--- config.mk ---
export PLATFORM = sky130hd
export DESIGN_NAME = cacheline_adapter
export DESIGN_NICKNAME = d
export VERILOG_FILES = /design/src/rtl/cacheline_adapter_types.sv /design/src/rtl/cacheline_adapter.sv
export SDC_FILE = /design/constraint.sdc
export NUM_CORES = 2
export LEC_CHECK = 0
export BUFFER_PORTS_ARGS = -buffer_cell sky130_fd_sc_hd__buf_2
export CAP_MARGIN = 10
export CORE_AREA = 2 2 294 296
export CTS_CLUSTER_SIZE = 24
export DETAILED_ROUTE_END_ITERATION = 16
export DIE_AREA = 0 0 296 298
export HOLD_SLACK_MARGIN = 0.03
export SETUP_SLACK_MARGIN = 0.4
export SLEW_MARGIN = 10
export SYNTH_ARGS = -nofsm -noshare
export SYNTH_HDL_FRONTEND = slang
export SYNTH_SLANG_ARGS = --single-unit
--- constraint.sdc ---
create_clock -name clk -period 5.84 [get_ports clk]
set_clock_uncertainty 0.1 [all_clocks]
set_input_delay 0.292 -clock clk [delete_from_list [all_inputs] [get_ports clk]]
set_output_delay 0.292 -clock clk [all_outputs]
set_load 0.01 [all_outputs]
--- src/rtl/cacheline_adapter_types.sv ---
// ----------------------------------------------------------------------------
// cacheline_adapter_types
//   Shared types and geometry for the cache-line to burst-memory adapter.
//   - adapter_state_t : FSM encoding (IDLE, RD_REQ, RD_DATA, WR, RESP)
//   - LINE_WIDTH / BEAT_WIDTH / ADDR_WIDTH : interface widths
//   - BEATS       : beats per line (LINE_WIDTH / BEAT_WIDTH, power of 2)
//   - OFFSET_BITS : byte-offset bits inside one line
//   - CNT_WIDTH / LAST_BEAT : beat counter geometry
//   - line_align() : clears the in-line byte offset of an address
// ----------------------------------------------------------------------------
package cacheline_adapter_types;

  localparam int LINE_WIDTH  = 256;
  localparam int BEAT_WIDTH  = 64;
  localparam int ADDR_WIDTH  = 32;
  localparam int BEATS       = LINE_WIDTH / BEAT_WIDTH;
  localparam int OFFSET_BITS = $clog2(LINE_WIDTH / 8);
  localparam int CNT_WIDTH   = $clog2(BEATS);

  localparam logic [CNT_WIDTH-1:0] LAST_BEAT = CNT_WIDTH'(BEATS - 1);

  typedef enum logic [2:0] {
    IDLE    = 3'd0,
    RD_REQ  = 3'd1,
    RD_DATA = 3'd2,
    WR      = 3'd3,
    RESP    = 3'd4
  } adapter_state_t;

  // Masking (rather than slicing) keeps every address bit referenced.
  function automatic logic [ADDR_WIDTH-1:0] line_align(input logic [ADDR_WIDTH-1:0] addr);
    line_align = addr & ~{{(ADDR_WIDTH - OFFSET_BITS){1'b0}}, {OFFSET_BITS{1'b1}}};
  endfunction

endpackage

--- src/rtl/cacheline_adapter.sv ---
// ----------------------------------------------------------------------------
// cacheline_adapter
//   Memory-side responder for the cache's 256-bit line interface. One line
//   read or write from the cache becomes a 4 x 64-bit burst on the burst
//   memory port; completion is a single-cycle dfp_resp.
//
// Ports
//   clk, rst        : clock, synchronous active-high reset
//   dfp_addr        : line address from cache (byte offset ignored)
//   dfp_read/write  : line requests, held by the cache until dfp_resp
//   dfp_wdata       : write line
//   dfp_rdata       : assembled read line, updated only when a read completes
//   dfp_resp        : one-cycle completion pulse
//   bmem_addr       : line-aligned burst base address
//   bmem_read       : burst read command, held until bmem_ready
//   bmem_write      : write beat valid, held per beat until bmem_ready
//   bmem_wdata      : current write beat
//   bmem_ready      : memory accepts command/beat this cycle
//   bmem_raddr      : base address of returning read data
//   bmem_rdata      : read beat
//   bmem_rvalid     : read beat valid (ignored outside RD_DATA)
//   err             : sticky returned-address mismatch flag
//
// Configuration
//   CACHELINE_ADAPTER_RADDR_CHECK_EN : when defined, every read beat whose
//   bmem_raddr differs from the latched line address sets err (sticky until
//   rst); the beat is still stored. When undefined, err is tied low.
// ----------------------------------------------------------------------------
module cacheline_adapter
  import cacheline_adapter_types::*;
(
  input  logic                  clk,
  input  logic                  rst,
  input  logic [ADDR_WIDTH-1:0] dfp_addr,
  input  logic                  dfp_read,
  input  logic                  dfp_write,
  input  logic [LINE_WIDTH-1:0] dfp_wdata,
  output logic [LINE_WIDTH-1:0] dfp_rdata,
  output logic                  dfp_resp,
  output logic [ADDR_WIDTH-1:0] bmem_addr,
  output logic                  bmem_read,
  output logic                  bmem_write,
  output logic [BEAT_WIDTH-1:0] bmem_wdata,
  input  logic                  bmem_ready,
  input  logic [ADDR_WIDTH-1:0] bmem_raddr,
  input  logic [BEAT_WIDTH-1:0] bmem_rdata,
  input  logic                  bmem_rvalid,
  output logic                  err
);

  adapter_state_t        state_r,      state_nxt_s;
  logic [CNT_WIDTH-1:0]  cnt_r,        cnt_nxt_s;
  logic [CNT_WIDTH-1:0]  cnt_inc_s;
  logic [LINE_WIDTH-1:0] line_r,       line_nxt_s;
  logic [LINE_WIDTH-1:0] wdata_r,      wdata_nxt_s;
  logic [LINE_WIDTH-1:0] dfp_rdata_r,  dfp_rdata_nxt_s;
  logic                  dfp_resp_r,   dfp_resp_nxt_s;
  logic [ADDR_WIDTH-1:0] bmem_addr_r,  bmem_addr_nxt_s;
  logic                  bmem_read_r,  bmem_read_nxt_s;
  logic                  bmem_write_r, bmem_write_nxt_s;
  logic [BEAT_WIDTH-1:0] bmem_wdata_r, bmem_wdata_nxt_s;

  logic is_last_s;

  // Counter is exactly log2(BEATS) wide, so the increment wraps to 0 after the last beat.
  assign cnt_inc_s = cnt_r + CNT_WIDTH'(1);
  assign is_last_s = (cnt_r == LAST_BEAT);

  // FSM state register.
  always_ff @(posedge clk) begin
    if (rst) begin
      state_r <= IDLE;
    end else begin
      state_r <= state_nxt_s;
    end
  end

  // FSM next-state logic; requests are only looked at in IDLE.
  always_comb begin
    state_nxt_s = state_r;
    case (state_r)
      IDLE: begin
        if (dfp_read) begin
          state_nxt_s = RD_REQ;
        end else if (dfp_write) begin
          state_nxt_s = WR;
        end else begin
          state_nxt_s = IDLE;
        end
      end
      RD_REQ: begin
        if (bmem_ready) begin
          state_nxt_s = RD_DATA;
        end else begin
          state_nxt_s = RD_REQ;
        end
      end
      RD_DATA: begin
        if (bmem_rvalid && is_last_s) begin
          state_nxt_s = RESP;
        end else begin
          state_nxt_s = RD_DATA;
        end
      end
      WR: begin
        if (bmem_ready && is_last_s) begin
          state_nxt_s = RESP;
        end else begin
          state_nxt_s = WR;
        end
      end
      RESP:    state_nxt_s = IDLE;
      default: state_nxt_s = IDLE;
    endcase
  end

  // FSM output/datapath logic: next values for every registered output and datapath register.
  always_comb begin
    cnt_nxt_s        = cnt_r;
    line_nxt_s       = line_r;
    wdata_nxt_s      = wdata_r;
    dfp_rdata_nxt_s  = dfp_rdata_r;
    dfp_resp_nxt_s   = 1'b0;
    bmem_addr_nxt_s  = bmem_addr_r;
    bmem_read_nxt_s  = bmem_read_r;
    bmem_write_nxt_s = bmem_write_r;
    bmem_wdata_nxt_s = bmem_wdata_r;
    case (state_r)
      IDLE: begin
        if (dfp_read) begin
          bmem_addr_nxt_s = line_align(dfp_addr);
          bmem_read_nxt_s = 1'b1;
          cnt_nxt_s       = '0;
        end else if (dfp_write) begin
          bmem_addr_nxt_s  = line_align(dfp_addr);
          wdata_nxt_s      = dfp_wdata;
          bmem_write_nxt_s = 1'b1;
          bmem_wdata_nxt_s = dfp_wdata[BEAT_WIDTH-1:0];
          cnt_nxt_s        = '0;
        end else begin
          cnt_nxt_s = cnt_r;
        end
      end
      RD_REQ: begin
        if (bmem_ready) begin
          bmem_read_nxt_s = 1'b0;
          cnt_nxt_s       = '0;
        end else begin
          bmem_read_nxt_s = 1'b1;
        end
      end
      RD_DATA: begin
        if (bmem_rvalid) begin
          line_nxt_s[cnt_r*BEAT_WIDTH +: BEAT_WIDTH] = bmem_rdata;
          cnt_nxt_s = cnt_inc_s;
          // The final beat is merged combinationally so dfp_rdata is complete in the RESP cycle.
          if (is_last_s) begin
            dfp_rdata_nxt_s = line_nxt_s;
            dfp_resp_nxt_s  = 1'b1;
          end else begin
            dfp_resp_nxt_s  = 1'b0;
          end
        end else begin
          cnt_nxt_s = cnt_r;
        end
      end
      WR: begin
        if (bmem_ready) begin
          cnt_nxt_s = cnt_inc_s;
          if (is_last_s) begin
            bmem_write_nxt_s = 1'b0;
            dfp_resp_nxt_s   = 1'b1;
          end else begin
            bmem_wdata_nxt_s = wdata_r[cnt_inc_s*BEAT_WIDTH +: BEAT_WIDTH];
          end
        end else begin
          bmem_write_nxt_s = 1'b1;
        end
      end
      RESP: begin
        cnt_nxt_s = '0;
      end
      default: begin
        cnt_nxt_s        = '0;
        bmem_read_nxt_s  = 1'b0;
        bmem_write_nxt_s = 1'b0;
      end
    endcase
  end

  // Output and datapath registers.
  always_ff @(posedge clk) begin
    if (rst) begin
      cnt_r        <= '0;
      line_r       <= '0;
      wdata_r      <= '0;
      dfp_rdata_r  <= '0;
      dfp_resp_r   <= 1'b0;
      bmem_addr_r  <= '0;
      bmem_read_r  <= 1'b0;
      bmem_write_r <= 1'b0;
      bmem_wdata_r <= '0;
    end else begin
      cnt_r        <= cnt_nxt_s;
      line_r       <= line_nxt_s;
      wdata_r      <= wdata_nxt_s;
      dfp_rdata_r  <= dfp_rdata_nxt_s;
      dfp_resp_r   <= dfp_resp_nxt_s;
      bmem_addr_r  <= bmem_addr_nxt_s;
      bmem_read_r  <= bmem_read_nxt_s;
      bmem_write_r <= bmem_write_nxt_s;
      bmem_wdata_r <= bmem_wdata_nxt_s;
    end
  end

`ifdef CACHELINE_ADAPTER_RADDR_CHECK_EN
  logic err_r, err_nxt_s;

  // Sticky mismatch flag: set by any accepted read beat tagged with a foreign base address.
  always_comb begin
    err_nxt_s = err_r;
    if ((state_r == RD_DATA) && bmem_rvalid && (bmem_raddr != bmem_addr_r)) begin
      err_nxt_s = 1'b1;
    end else begin
      err_nxt_s = err_r;
    end
  end

  // Mismatch flag register.
  always_ff @(posedge clk) begin
    if (rst) begin
      err_r <= 1'b0;
    end else begin
      err_r <= err_nxt_s;
    end
  end

  assign err = err_r;
`else
  // Returned address is not inspected in this build.
  logic raddr_unused_s;
  assign raddr_unused_s = ^bmem_raddr;
  assign err            = 1'b0;
`endif

  assign dfp_rdata  = dfp_rdata_r;
  assign dfp_resp   = dfp_resp_r;
  assign bmem_addr  = bmem_addr_r;
  assign bmem_read  = bmem_read_r;
  assign bmem_write = bmem_write_r;
  assign bmem_wdata = bmem_wdata_r;

endmodule
==> results.md <==
| Result | Reported |
|:---|:---|
| Top sig layer | met5 |
| Min-Delay Path Class | primary input to flop |
| Count of unresolved DRC violations after routing | 0 |
| Global-route usage over all layers | 0.239 |
| Post-route setup slack | 1.92 ns |
| Sequential fraction of the synthesis area | 0.523 |
| Commonest cells after routing, fill and taps aside | nand2_1 (826), dfxtp_1 (802), buf_2 (701) |
| Finished Core Util | 0.485 |
| Leak Pwr | 16.1 nW |
| Via total after detailed routing | 29,600 |
| Unrepaired setup endpoints after global routing | false |
| CP Capture Type | flop |
| Cells resized by post-CTS repair | 0 |
| Placement-stage cell area | 34,700 sq um |
| Cells after Synth | 3,543 |
| Period Utilization, post-route | 0.671 |
| Core footprint | 84,900 sq um |
| Total clock buffers created by CTS | 89 |
| Cell row count | 107 |
| Most frequent standard cell in the layout excluding fill and tap cells | nand2_1 |
| Area used by multi-input combinational logic | 13,200 sq um |
| Final count of hold timing violations | 0 |
| # setup viols final | 0 |
| Final Net Count | 4,780 |
| P&R area growth vs syn | 33.9% |
| Detailed-route wire length per cell | 19.5 microns |
| Number of levels in the clock H-tree | 3 |
| Buffer count from post-CTS setup fixing | 0 |
| Sequential cell area | 16,100 sq um |
| Num ports | 746 |
| Post-Layout Inst Area | 41,200 sq um |
| Overall die height | 298 microns |
| Combinational group share of total power | 0.110 |
| Normalized max-slew margin | 0.303 |
| Iteration-0 DRC Markers | 2,228 |
| Initial antenna violation count | 17 |
| Total negative slack | 0 ns |
| Clock buffer depth | 3 |
| Root buffer selected by CTS | clkbuf_16 |
| Asr flop ratio synth | 0 |
| Power density cells | 315 nW/um^2 |
| Category of the most critical setup path | flop to flop |
| Worst-path maximum fanout | 34 |
| Floorplan die width | 296 microns |
| Sequential share of power | 0.449 |
| Post-synthesis register bit count | 803 |
| Avg Vias per Cell | 5.27 |
| Internal power component | 9.63 mW |
| Crit path DAT | 4.35 ns |
| Crit path launch type | flop |
| Reported max-cap violation count | 0 |
| Via count of the first global-routing pass | 28,700 |
| Net switching share of the total power | 0.258 |
| Effective utilization at floorplan | 0.362 |
| IO Port Bufs | 702 |
| Hold_buf cts | 350 |
| Average cell area after synthesis | 8.68 sq um |
| CTS tree | built |
| First-pass GRT wire length | 168,000 microns |
| Clock-pin slew reported for the worst setup and hold paths after clock tree synthesis | 0.06 ns |
| Number of enable-type register cells in the synthesized netlist | 0 |
| Fillers | 8,101 |
| Routed length on met2 | 51,500 microns |
| Die Outline Area | 88,200 sq um |
| Pin slew with the least headroom to its limit | 1.05 ns |
| Number of max-slew violations in the final report | 0 |
| Switching power total | 3.34 mW |
| Post-Route WL | 110,000 microns |
| Post-synth top flop | dfxtp_1 |
| Number of distinct library cells after synthesis | 46 |
| Largest net degree at the start of global routing | 178 |
| Total of warnings raised by yosys | 0 |
| CP required | 6.27 ns |
| M1 WL | 45,600 microns |
| Number of sinks handled by clock tree synthesis | 803 |
| Run status | completed |
| Length of routed met3 wiring | 9000 microns |
| Global placer's final weighted congestion | 0.821 |
| Mapped Area | 30,800 sq um |
| Post-DP HPWL | 66,900 microns |
| Worst setup slack before clock tree synthesis | 1.90 ns |
| Maximum resistive drop on vdd | 0.215 mV |
| Final Critical Period | 3.92 ns |
| Number of search-and-repair iterations in the first detailed-routing pass | 7 |
| Fraction of final layout cells with drive strength greater than 1 | 0.216 |
| Antenna viol nets, final | 0 |
| Clk network pwr share | 0.441 |
| Worst skew pair latency | 0.64 ns |
| Total global routing overflow | 0 |
| Highest clock frequency the design can meet | 0.255 GHz |
==> metrics by stage <==
| step | total power, mW | hold WS (ns) | cells |
|---|---|---|---|
| CTS | 13.1 | 0.0334 | 5594 |
| global placement | 7.15 | 0.338 | 5087 |
| floorplan | 6.68 | 0.326 | 3548 |
| finish | 13.0 | 0.0937 | 5612 |
| detailed placement | 7.17 | 0.343 | 5087 |
| global route | 13.5 | 0.0992 | 5610 |
==> state kept, by name (all words and copies together) (netlist names) <==
register,cells
dfp_rdata,256
bmem_wdata,64
cnt_r,2
state_r,3
wdata_r,256
bmem_read,1
bmem_write,1
line_r,192
bmem_addr,27
dfp_resp,1
==> power by group through the flow <==
stage	combinational, mW	sequential, mW	clock [mW]
final	1.43	5.83	5.72
after global routing	1.56	5.85	6.06
after CTS	1.42	5.82	5.84
after detailed placement	1.22	5.94	0
after global placement	1.21	5.94	0
after floorplan	0.743	5.93	0
==> final timing paths <==
| path | slack [ns] | startpoint | cells past startpoint | endpoint |
|---|---|---|---|---|
| setup / recovery | 1.92 | cnt_r[0] | 8 | line_r[149] |
| hold / removal | 0.09 | dfp_read | 4 | bmem_read |
| setup reg to reg | 1.92 | cnt_r[0] | 8 | line_r[149] |
| hold reg to reg | 0.35 | bmem_addr[8] | 2 | bmem_addr[8] |
==> worst max-delay path: stages (launching register included) <==
cell     delay, ns
dfxtp_4       0.73
inv_1         0.25
ha_4          0.76
or4b_4        0.59
nor3_4        0.12
buf_4         0.43
buf_4         0.49
a22oi_1       0.17
nor2_1        0.12
==> synth_stat cells (all sizes together), types with 64 or more instances <==
cell type / n / area share
a221oi: 192 / 0.055
mux4: 64 / 0.047
a21oi: 354 / 0.058
nand2: 830 / 0.10
dfxtp: 803 / 0.52
a311oi: 64 / 0.018
buf: 131 / 0.025
a22oi: 64 / 0.016
nor2: 455 / 0.056
clkbuf: 211 / 0.026
nor3: 198 / 0.033
a211oi: 128 / 0.031
==> layout make-up <==
cell class              count  share of cell area
inverters                   8            0.000729
clock inverters            19             0.00780
well taps                1144              0.0347
repair buffers           1087               0.180
diodes                     18             0.00109
multi-input cells        2395               0.321
clock buffers             138              0.0651
flip-flops and latches    803               0.390
==> metal layers <==
layer / vias up / GRT usage
li1: 14100 / -
met1: 14100 / 0.304
met2: 1122 / 0.390
met3: 209 / 0.0568
met4: 4 / 0.0918
met5: - / 0
==> logic make-up (layout without fill, tap and decap cells) <==
family          count (synthesis)  after routing  share of synthesized area
simple gates                 1502           1502                      0.195
compound gates                816            816                      0.181
flops                         803            803                      0.523
buf+inv                       350           1252                     0.0522
mux                            65             65                     0.0472
fa+ha+maj                       6              6                    0.00244
other cells                     1             24                   0.000122
No activity file was read; power rests on OpenSTA's default activity.
